<file path="config.mk">
export PLATFORM = sky130hd
export DESIGN_NAME = it2_rule_engine
export DESIGN_NICKNAME = d
export VERILOG_FILES = /design/src/rtl/it2_inf_pkg.sv /design/src/rtl/it2_tnorm.sv /design/src/rtl/it2_rule_engine.sv
export SDC_FILE = /design/constraint.sdc
export NUM_CORES = 1
export LEC_CHECK = 0
export ABC_AREA = 1
export ABC_CLOCK_PERIOD_IN_PS = 7600
export CAP_MARGIN = 20
export CORE_MARGIN = 1
export CORE_UTILIZATION = 23
export CTS_CLUSTER_DIAMETER = 40
export CTS_CLUSTER_SIZE = 14
export DETAILED_ROUTE_END_ITERATION = 10
export SYNTH_ARGS = -nofsm -noshare
export SYNTH_HDL_FRONTEND = slang
export SYNTH_HIERARCHICAL = 1
export SYNTH_SLANG_ARGS = --single-unit
</file>
<file path="constraint.sdc">
create_clock -name clk -period 7.6 [get_ports clk]
set_clock_uncertainty 0.1 [all_clocks]
set_input_delay 0.76 -clock clk [delete_from_list [all_inputs] [get_ports clk]]
set_output_delay 0.76 -clock clk [all_outputs]
set_load 0.02 [all_outputs]
</file>
<file path="src/rtl/it2_inf_pkg.sv">
// Shared types and helpers for the interval type-2 inference stage.
//   state_t           : rule-engine sequencer states
//   TNORM_MIN/PROD    : encodings of the t-norm select input
//   W_DEFAULT         : default membership grade width
//   rule_a_idx/_b_idx : map a rule number onto its (A set, B set) pair
package it2_inf_pkg;

    typedef enum logic [1:0] {
        IDLE   = 2'd0,
        RUN    = 2'd1,
        FINISH = 2'd2
    } state_t;

    localparam logic TNORM_MIN  = 1'b0;
    localparam logic TNORM_PROD = 1'b1;

    localparam int W_DEFAULT = 8;

    // Rules are laid out row-major: A set is the row, B set the column.
    function automatic int rule_a_idx(input int r, input int n_b);
        return r / n_b;
    endfunction

    function automatic int rule_b_idx(input int r, input int n_b);
        return r % n_b;
    endfunction

endpackage

</file>
<file path="src/rtl/it2_tnorm.sv">
// Combinational t-norm of two membership grades.
//   mode : TNORM_MIN selects min(a, b), TNORM_PROD selects (a*b) >> W
//   a, b : W-bit grades
//   y    : W-bit result
// The product is truncated, so full scale times full scale lands one LSB
// short of full scale (255*255 -> 254 for W=8).
module it2_tnorm
    import it2_inf_pkg::*;
#(
    parameter int W = W_DEFAULT
) (
    input  logic         mode,
    input  logic [W-1:0] a,
    input  logic [W-1:0] b,
    output logic [W-1:0] y
);

    logic [2*W-1:0] prod;

    always_comb begin
        prod = {{W{1'b0}}, a} * {{W{1'b0}}, b};
        if (mode == TNORM_PROD) begin
            y = W'(prod >> W);
        end else begin
            y = (a < b) ? a : b;
        end
    end

endmodule

</file>
<file path="src/rtl/it2_rule_engine.sv">
// Sequential interval type-2 rule evaluation: one rule per clock.
//   clk, rst            : clock, asynchronous active-low reset
//   start, mode         : evaluation request and t-norm select (latched together)
//   fou_a_up/low        : upper/lower grades of input A, set i at [i*W +: W]
//   fou_b_up/low        : upper/lower grades of input B
//   cfg_we/addr/data    : rule table write, data = {enable, consequent}
//   busy, done          : evaluation in progress / one-cycle result strobe
//   out_up/out_low      : aggregated firing interval per consequent
//
// state  | meaning
// IDLE   | waiting for start; rule table writable
// RUN    | evaluating rule rule_q, aggregating into the accumulators
// FINISH | publishing the accumulators, pulsing done
module it2_rule_engine
    import it2_inf_pkg::*;
#(
    parameter int W       = W_DEFAULT,
    parameter int N_A     = 3,
    parameter int N_B     = 3,
    parameter int N_OUT   = 3,
    parameter int N_RULES = N_A * N_B,
    parameter int CW      = (N_OUT > 1) ? $clog2(N_OUT) : 1,
    localparam int AW     = (N_RULES > 1) ? $clog2(N_RULES) : 1
) (
    input  logic               clk,
    input  logic               rst,
    input  logic               start,
    input  logic               mode,
    input  logic [N_A*W-1:0]   fou_a_up,
    input  logic [N_A*W-1:0]   fou_a_low,
    input  logic [N_B*W-1:0]   fou_b_up,
    input  logic [N_B*W-1:0]   fou_b_low,
    input  logic               cfg_we,
    input  logic [AW-1:0]      cfg_addr,
    input  logic [CW:0]        cfg_data,
    output logic               busy,
    output logic               done,
    output logic [N_OUT*W-1:0] out_up,
    output logic [N_OUT*W-1:0] out_low
);

    state_t        state_q, state_d;
    logic [AW-1:0] rule_q;
    logic          mode_q;
    logic          done_q;

    logic [W-1:0]  a_up_q  [N_A];
    logic [W-1:0]  a_low_q [N_A];
    logic [W-1:0]  b_up_q  [N_B];
    logic [W-1:0]  b_low_q [N_B];

    logic          tbl_en  [N_RULES];
    logic [CW-1:0] tbl_k   [N_RULES];

    logic [W-1:0]  acc_up  [N_OUT];
    logic [W-1:0]  acc_low [N_OUT];

    logic [W-1:0]  sel_a_up, sel_a_low, sel_b_up, sel_b_low;
    logic          sel_en;
    logic [CW-1:0] sel_k;
    logic [W-1:0]  g_up, g_low;

    logic          last_rule;
    logic          cfg_ok;

    assign last_rule = (rule_q == AW'(N_RULES - 1));
    assign cfg_ok    = cfg_we && (int'(cfg_addr) < N_RULES);
    assign busy      = (state_q != IDLE);
    assign done      = done_q;

    // State register
    always_ff @(posedge clk or negedge rst) begin
        if (!rst) begin
            state_q <= IDLE;
        end else begin
            state_q <= state_d;
        end
    end

    always_comb begin
        state_d = state_q;
        case (state_q)
            IDLE:    if (start)     state_d = RUN;
            RUN:     if (last_rule) state_d = FINISH;
            FINISH:                 state_d = IDLE;
            default:                state_d = IDLE;
        endcase
    end

    // Operand and table-entry mux for the rule currently addressed.
    always_comb begin
        sel_a_up  = '0;
        sel_a_low = '0;
        sel_b_up  = '0;
        sel_b_low = '0;
        sel_en    = 1'b0;
        sel_k     = '0;
        for (int r = 0; r < N_RULES; r++) begin
            if (int'(rule_q) == r) begin
                sel_a_up  = a_up_q[rule_a_idx(r, N_B)];
                sel_a_low = a_low_q[rule_a_idx(r, N_B)];
                sel_b_up  = b_up_q[rule_b_idx(r, N_B)];
                sel_b_low = b_low_q[rule_b_idx(r, N_B)];
                sel_en    = tbl_en[r];
                sel_k     = tbl_k[r];
            end
        end
    end

    it2_tnorm #(.W(W)) u_tnorm_up (
        .mode (mode_q),
        .a    (sel_a_up),
        .b    (sel_b_up),
        .y    (g_up)
    );

    it2_tnorm #(.W(W)) u_tnorm_low (
        .mode (mode_q),
        .a    (sel_a_low),
        .b    (sel_b_low),
        .y    (g_low)
    );

    // Datapath: rule table, operand latches, accumulators, outputs.
    always_ff @(posedge clk or negedge rst) begin
        if (!rst) begin
            rule_q  <= '0;
            mode_q  <= TNORM_MIN;
            done_q  <= 1'b0;
            out_up  <= '0;
            out_low <= '0;
            for (int i = 0; i < N_A; i++) begin
                a_up_q[i]  <= '0;
                a_low_q[i] <= '0;
            end
            for (int j = 0; j < N_B; j++) begin
                b_up_q[j]  <= '0;
                b_low_q[j] <= '0;
            end
            for (int r = 0; r < N_RULES; r++) begin
                tbl_en[r] <= 1'b0;
                tbl_k[r]  <= '0;
            end
            for (int k = 0; k < N_OUT; k++) begin
                acc_up[k]  <= '0;
                acc_low[k] <= '0;
            end
        end else begin
            done_q <= 1'b0;
            case (state_q)
                IDLE: begin
                    // The table write lands on the same edge as the start
                    // latch, and rule 0 is not read until the next cycle, so
                    // a simultaneous write is already visible to the run.
                    if (cfg_ok) begin
                        for (int r = 0; r < N_RULES; r++) begin
                            if (int'(cfg_addr) == r) begin
                                tbl_en[r] <= cfg_data[CW];
                                tbl_k[r]  <= cfg_data[CW-1:0];
                            end
                        end
                    end
                    if (start) begin
                        mode_q <= mode;
                        rule_q <= '0;
                        // Lower grades are clamped to their upper grade here,
                        // so both t-norm paths stay ordered and out_low can
                        // never exceed out_up.
                        for (int i = 0; i < N_A; i++) begin
                            a_up_q[i]  <= fou_a_up[i*W +: W];
                            a_low_q[i] <= (fou_a_low[i*W +: W] > fou_a_up[i*W +: W]) ?
                                          fou_a_up[i*W +: W] : fou_a_low[i*W +: W];
                        end
                        for (int j = 0; j < N_B; j++) begin
                            b_up_q[j]  <= fou_b_up[j*W +: W];
                            b_low_q[j] <= (fou_b_low[j*W +: W] > fou_b_up[j*W +: W]) ?
                                          fou_b_up[j*W +: W] : fou_b_low[j*W +: W];
                        end
                        for (int k = 0; k < N_OUT; k++) begin
                            acc_up[k]  <= '0;
                            acc_low[k] <= '0;
                        end
                    end
                end
                RUN: begin
                    if (sel_en) begin
                        for (int k = 0; k < N_OUT; k++) begin
                            if (int'(sel_k) == k) begin
                                if (g_up > acc_up[k])   acc_up[k]  <= g_up;
                                if (g_low > acc_low[k]) acc_low[k] <= g_low;
                            end
                        end
                    end
                    rule_q <= rule_q + 1'b1;
                end
                FINISH: begin
                    for (int k = 0; k < N_OUT; k++) begin
                        out_up[k*W +: W]  <= acc_up[k];
                        out_low[k*W +: W] <= acc_low[k];
                    end
                    done_q <= 1'b1;
                end
                default: ;
            endcase
        end
    end

endmodule

</file>
==> metrics, run 1 <==
status complete, no violations; critical path fanouts, max 38; most used cell, CP nand2_1; Met2 Wirelength about 26 mm; die height between 200 and 300 µm; CP Capture Type flip-flop; CTS Buf Count 40; initial antenna violation count 7; reg-to-reg endpoint acc_up[4]$_DFFE_PN0P_; hpwl dp between 40 and 50 mm; total of max-cap violations 0; minimum clock period approximately 7.1 ns; Detail Route Antenna Nets 0; placeable core area between 0.08 and 0.09 mm²; Worst EP arrival between 7 and 8 ns; max layer used met5; routability cong. approximately 0.90; Buffers & Inverters on Critical Path 7; Clock Latency Late Sink around 0.57 ns; layout filler cell count slightly below 9000; area grow syn2layout 24.7%; number of library cell types mapped by synthesis 50; routed vias 16856; Rel. slew slack between 20% and 30%; layout cells sized above 1 9.69%; DRC Markers 0; Reg2Reg Setup Slack approximately 0.51 ns; crit-path max cell delay approximately 0.52 ns; post-DR vias/cell approximately 4.5; Hold Fails Final Rpt 0; Synth Flop Type dfrtp_1; Reg2Reg Depth 37; total congestion overflow 0; Iter 0 DRT Violations roughly 1200; nets 3057; die width roughly 290 µm; Post-CTS Hold Buffers 0; min-delay worst type primary input to async pin; CP delay by family, top adder cells; post-synthesis async set-or-reset flop share 100%; maximum clock rate 141 MHz; Final Max Slew Viols 0; Fin Setup TNS 0 ns; Seq cells post-synth roughly 230; row count ~100; CTS Sinks approximately 230; largest net degree at the start of global routing 136; Critical Path Start Type flip-flop; commonest cells after routing, fill and taps aside nand2_1 (673), inv_1 (400), dfrtp_1 (226); Worst Tran Pin Value approximately 1.1 ns; unrepaired setup endpoints after global routing false; WL final 57.3 mm; Mean Syn Cell Area approximately 7.4 µm²; metal3 WL 4.05 mm; I/O Buffers 157; CTS HTree Levels 2; Global Route Usage Sum ~14%; Initial Util a little under a quarter; slowest CP cell fa_1; kind of critical path flip-flop to flip-flop; vias in the first global route roughly 17000; sequential fraction of the synthesis area a little under a third; root buffer cell clkbuf_16; Yosys warning count 6; CP Depth 37; Cells after Synth about 2500; synthesized area around 0.019 mm²; Ports roughly 160; clk buf depth 3; RR Startpoint rule_q[0]$_DFFE_PN0P_; most common cell after layout, fill and taps aside nand2_1; wire per inst between 15 and 20 µm; DR pass1 iterations 7; Synth Net Count between 2000 and 3000; Post-synth EDFFs 0; first-pass GRT wire length around 91 mm; final period utilization ~93%; WP data required about 8 ns; Metal-1 WL roughly 26 mm; Final setup viols 0; Worst-path clk slew around 0.06 ns; CTS tree built; die area just over 0.08 mm²
==> layer usage <==
layer  vias up  track usage (%)
met2       488             22.3
met4         4             3.93
met1      7891             19.2
met5         -                0
li1       8385                -
met3        88             2.80
==> Yosys cell counts (all sizes together), types with 9 or more instances <==
library cell	instances	area, µm²
o211ai	30	225
nand4	30	188
a21oi	105	544
ha	194	2430
nand3b	14	105
nand2	714	2810
nor2	139	562
o22ai	45	282
o21ai	232	1190
inv	424	1590
fa	70	1400
buf	25	194
nor3	9	95.1
nand3	124	646
a22oi	9	67.6
clkbuf	68	265
dfrtp	227	5680
==> cell families after synthesis <==
| kind of cell | count (synthesis) | share of synthesized area (%) |
|---|---|---|
| AND/OR/NAND/NOR | 1032 | 23.7 |
| buffers and inverters | 521 | 11.1 |
| AO/OA/AOI/OAI | 451 | 13.9 |
| adder cells (fa/ha/maj) | 264 | 20.5 |
| flip-flops | 227 | 30.5 |
| XOR/XNOR | 7 | 0.329 |
==> worst reg2reg max path, delay by kind of cell, from the launching register on <==
family	cells	cell delay, ns
compound gates	7	0.97
fa+ha+maj	7	2.87
buf+inv	7	1.00
flops	1	0.41
simple gates	16	1.60
==> state kept, by name, summed over array words and instances, names as in the netlist, 9 cells and up <==
register,flops
a_low_q,24
a_up_q,24
acc_low,24
acc_up,24
b_low_q,24
b_up_q,24
out_low,24
out_up,24
tbl_en,9
tbl_k,18
==> repair_timing <==
item	CTS	global route
resized for setup	1	38
pin swaps	0	10
gates cloned	0	0
endpoints found under the setup margin	10	48
buffers inserted	0	15
==> layout make-up <==
class | instances | area, µm² | area share, %
repair buffers | 234 | 2210 | 9.50
flip-flops and latches | 227 | 5680 | 24.4
clock buffers | 43 | 1050 | 4.53
diodes | 3 | 7.51 | 0.0323
inverters | 428 | 1610 | 6.94
clock inverters | 28 | 314 | 1.35
well taps | 1060 | 1330 | 5.70
multi-input cells | 1754 | 11000 | 47.5
==> worst max path at each step <==
stage	startpoint	slack (ns)	endpoint
final	rule_q[0]$_DFFE_PN0P_	0.51	acc_up[4]$_DFFE_PN0P_
after floorplan	rule_q[1]$_DFFE_PN0P_	0.58	acc_low[0]$_DFFE_PN0P_
after global routing	rule_q[0]$_DFFE_PN0P_	0.004	acc_up[9]$_DFFE_PN0P_
after global placement	rule_q[0]$_DFFE_PN0P_	0.16	acc_up[1]$_DFFE_PN0P_
after CTS	rule_q[0]$_DFFE_PN0P_	0.15	acc_up[4]$_DFFE_PN0P_
after detailed placement	rule_q[0]$_DFFE_PN0P_	0.04	acc_up[1]$_DFFE_PN0P_
==> stage by stage <==
stage	std cells	worst slack [ns]	area (µm²)	util, %	hold WS [ns]
floorplan	2502	0.581	18600	-	0.342
global placement	3687	0.156	21600	26.8	0.354
detailed placement	3688	0.0378	21600	26.8	0.358
CTS	3759	0.150	23000	28.5	0.140
global route	3774	0.00419	23200	28.9	0.165
finish	3777	0.505	23300	28.9	0.102
Power of run 1 is left out: the tool's default activity adds up to more than one toggle a clock period on the data nets, which glitch-free logic cannot reach.
==> run 2: changes to the inputs <==
--- a/config.mk
+++ b/config.mk
@@ -6,7 +6,6 @@
 export NUM_CORES = 1
 export LEC_CHECK = 0
 export ABC_AREA = 1
-export ABC_CLOCK_PERIOD_IN_PS = 7600
 export CAP_MARGIN = 20
 export CORE_MARGIN = 1
 export CORE_UTILIZATION = 23
==> results of run 2 <==
Same layout as run 1: the final DEF is identical, and so are final timing and power.
Power of run 2 is left out for the same reason.
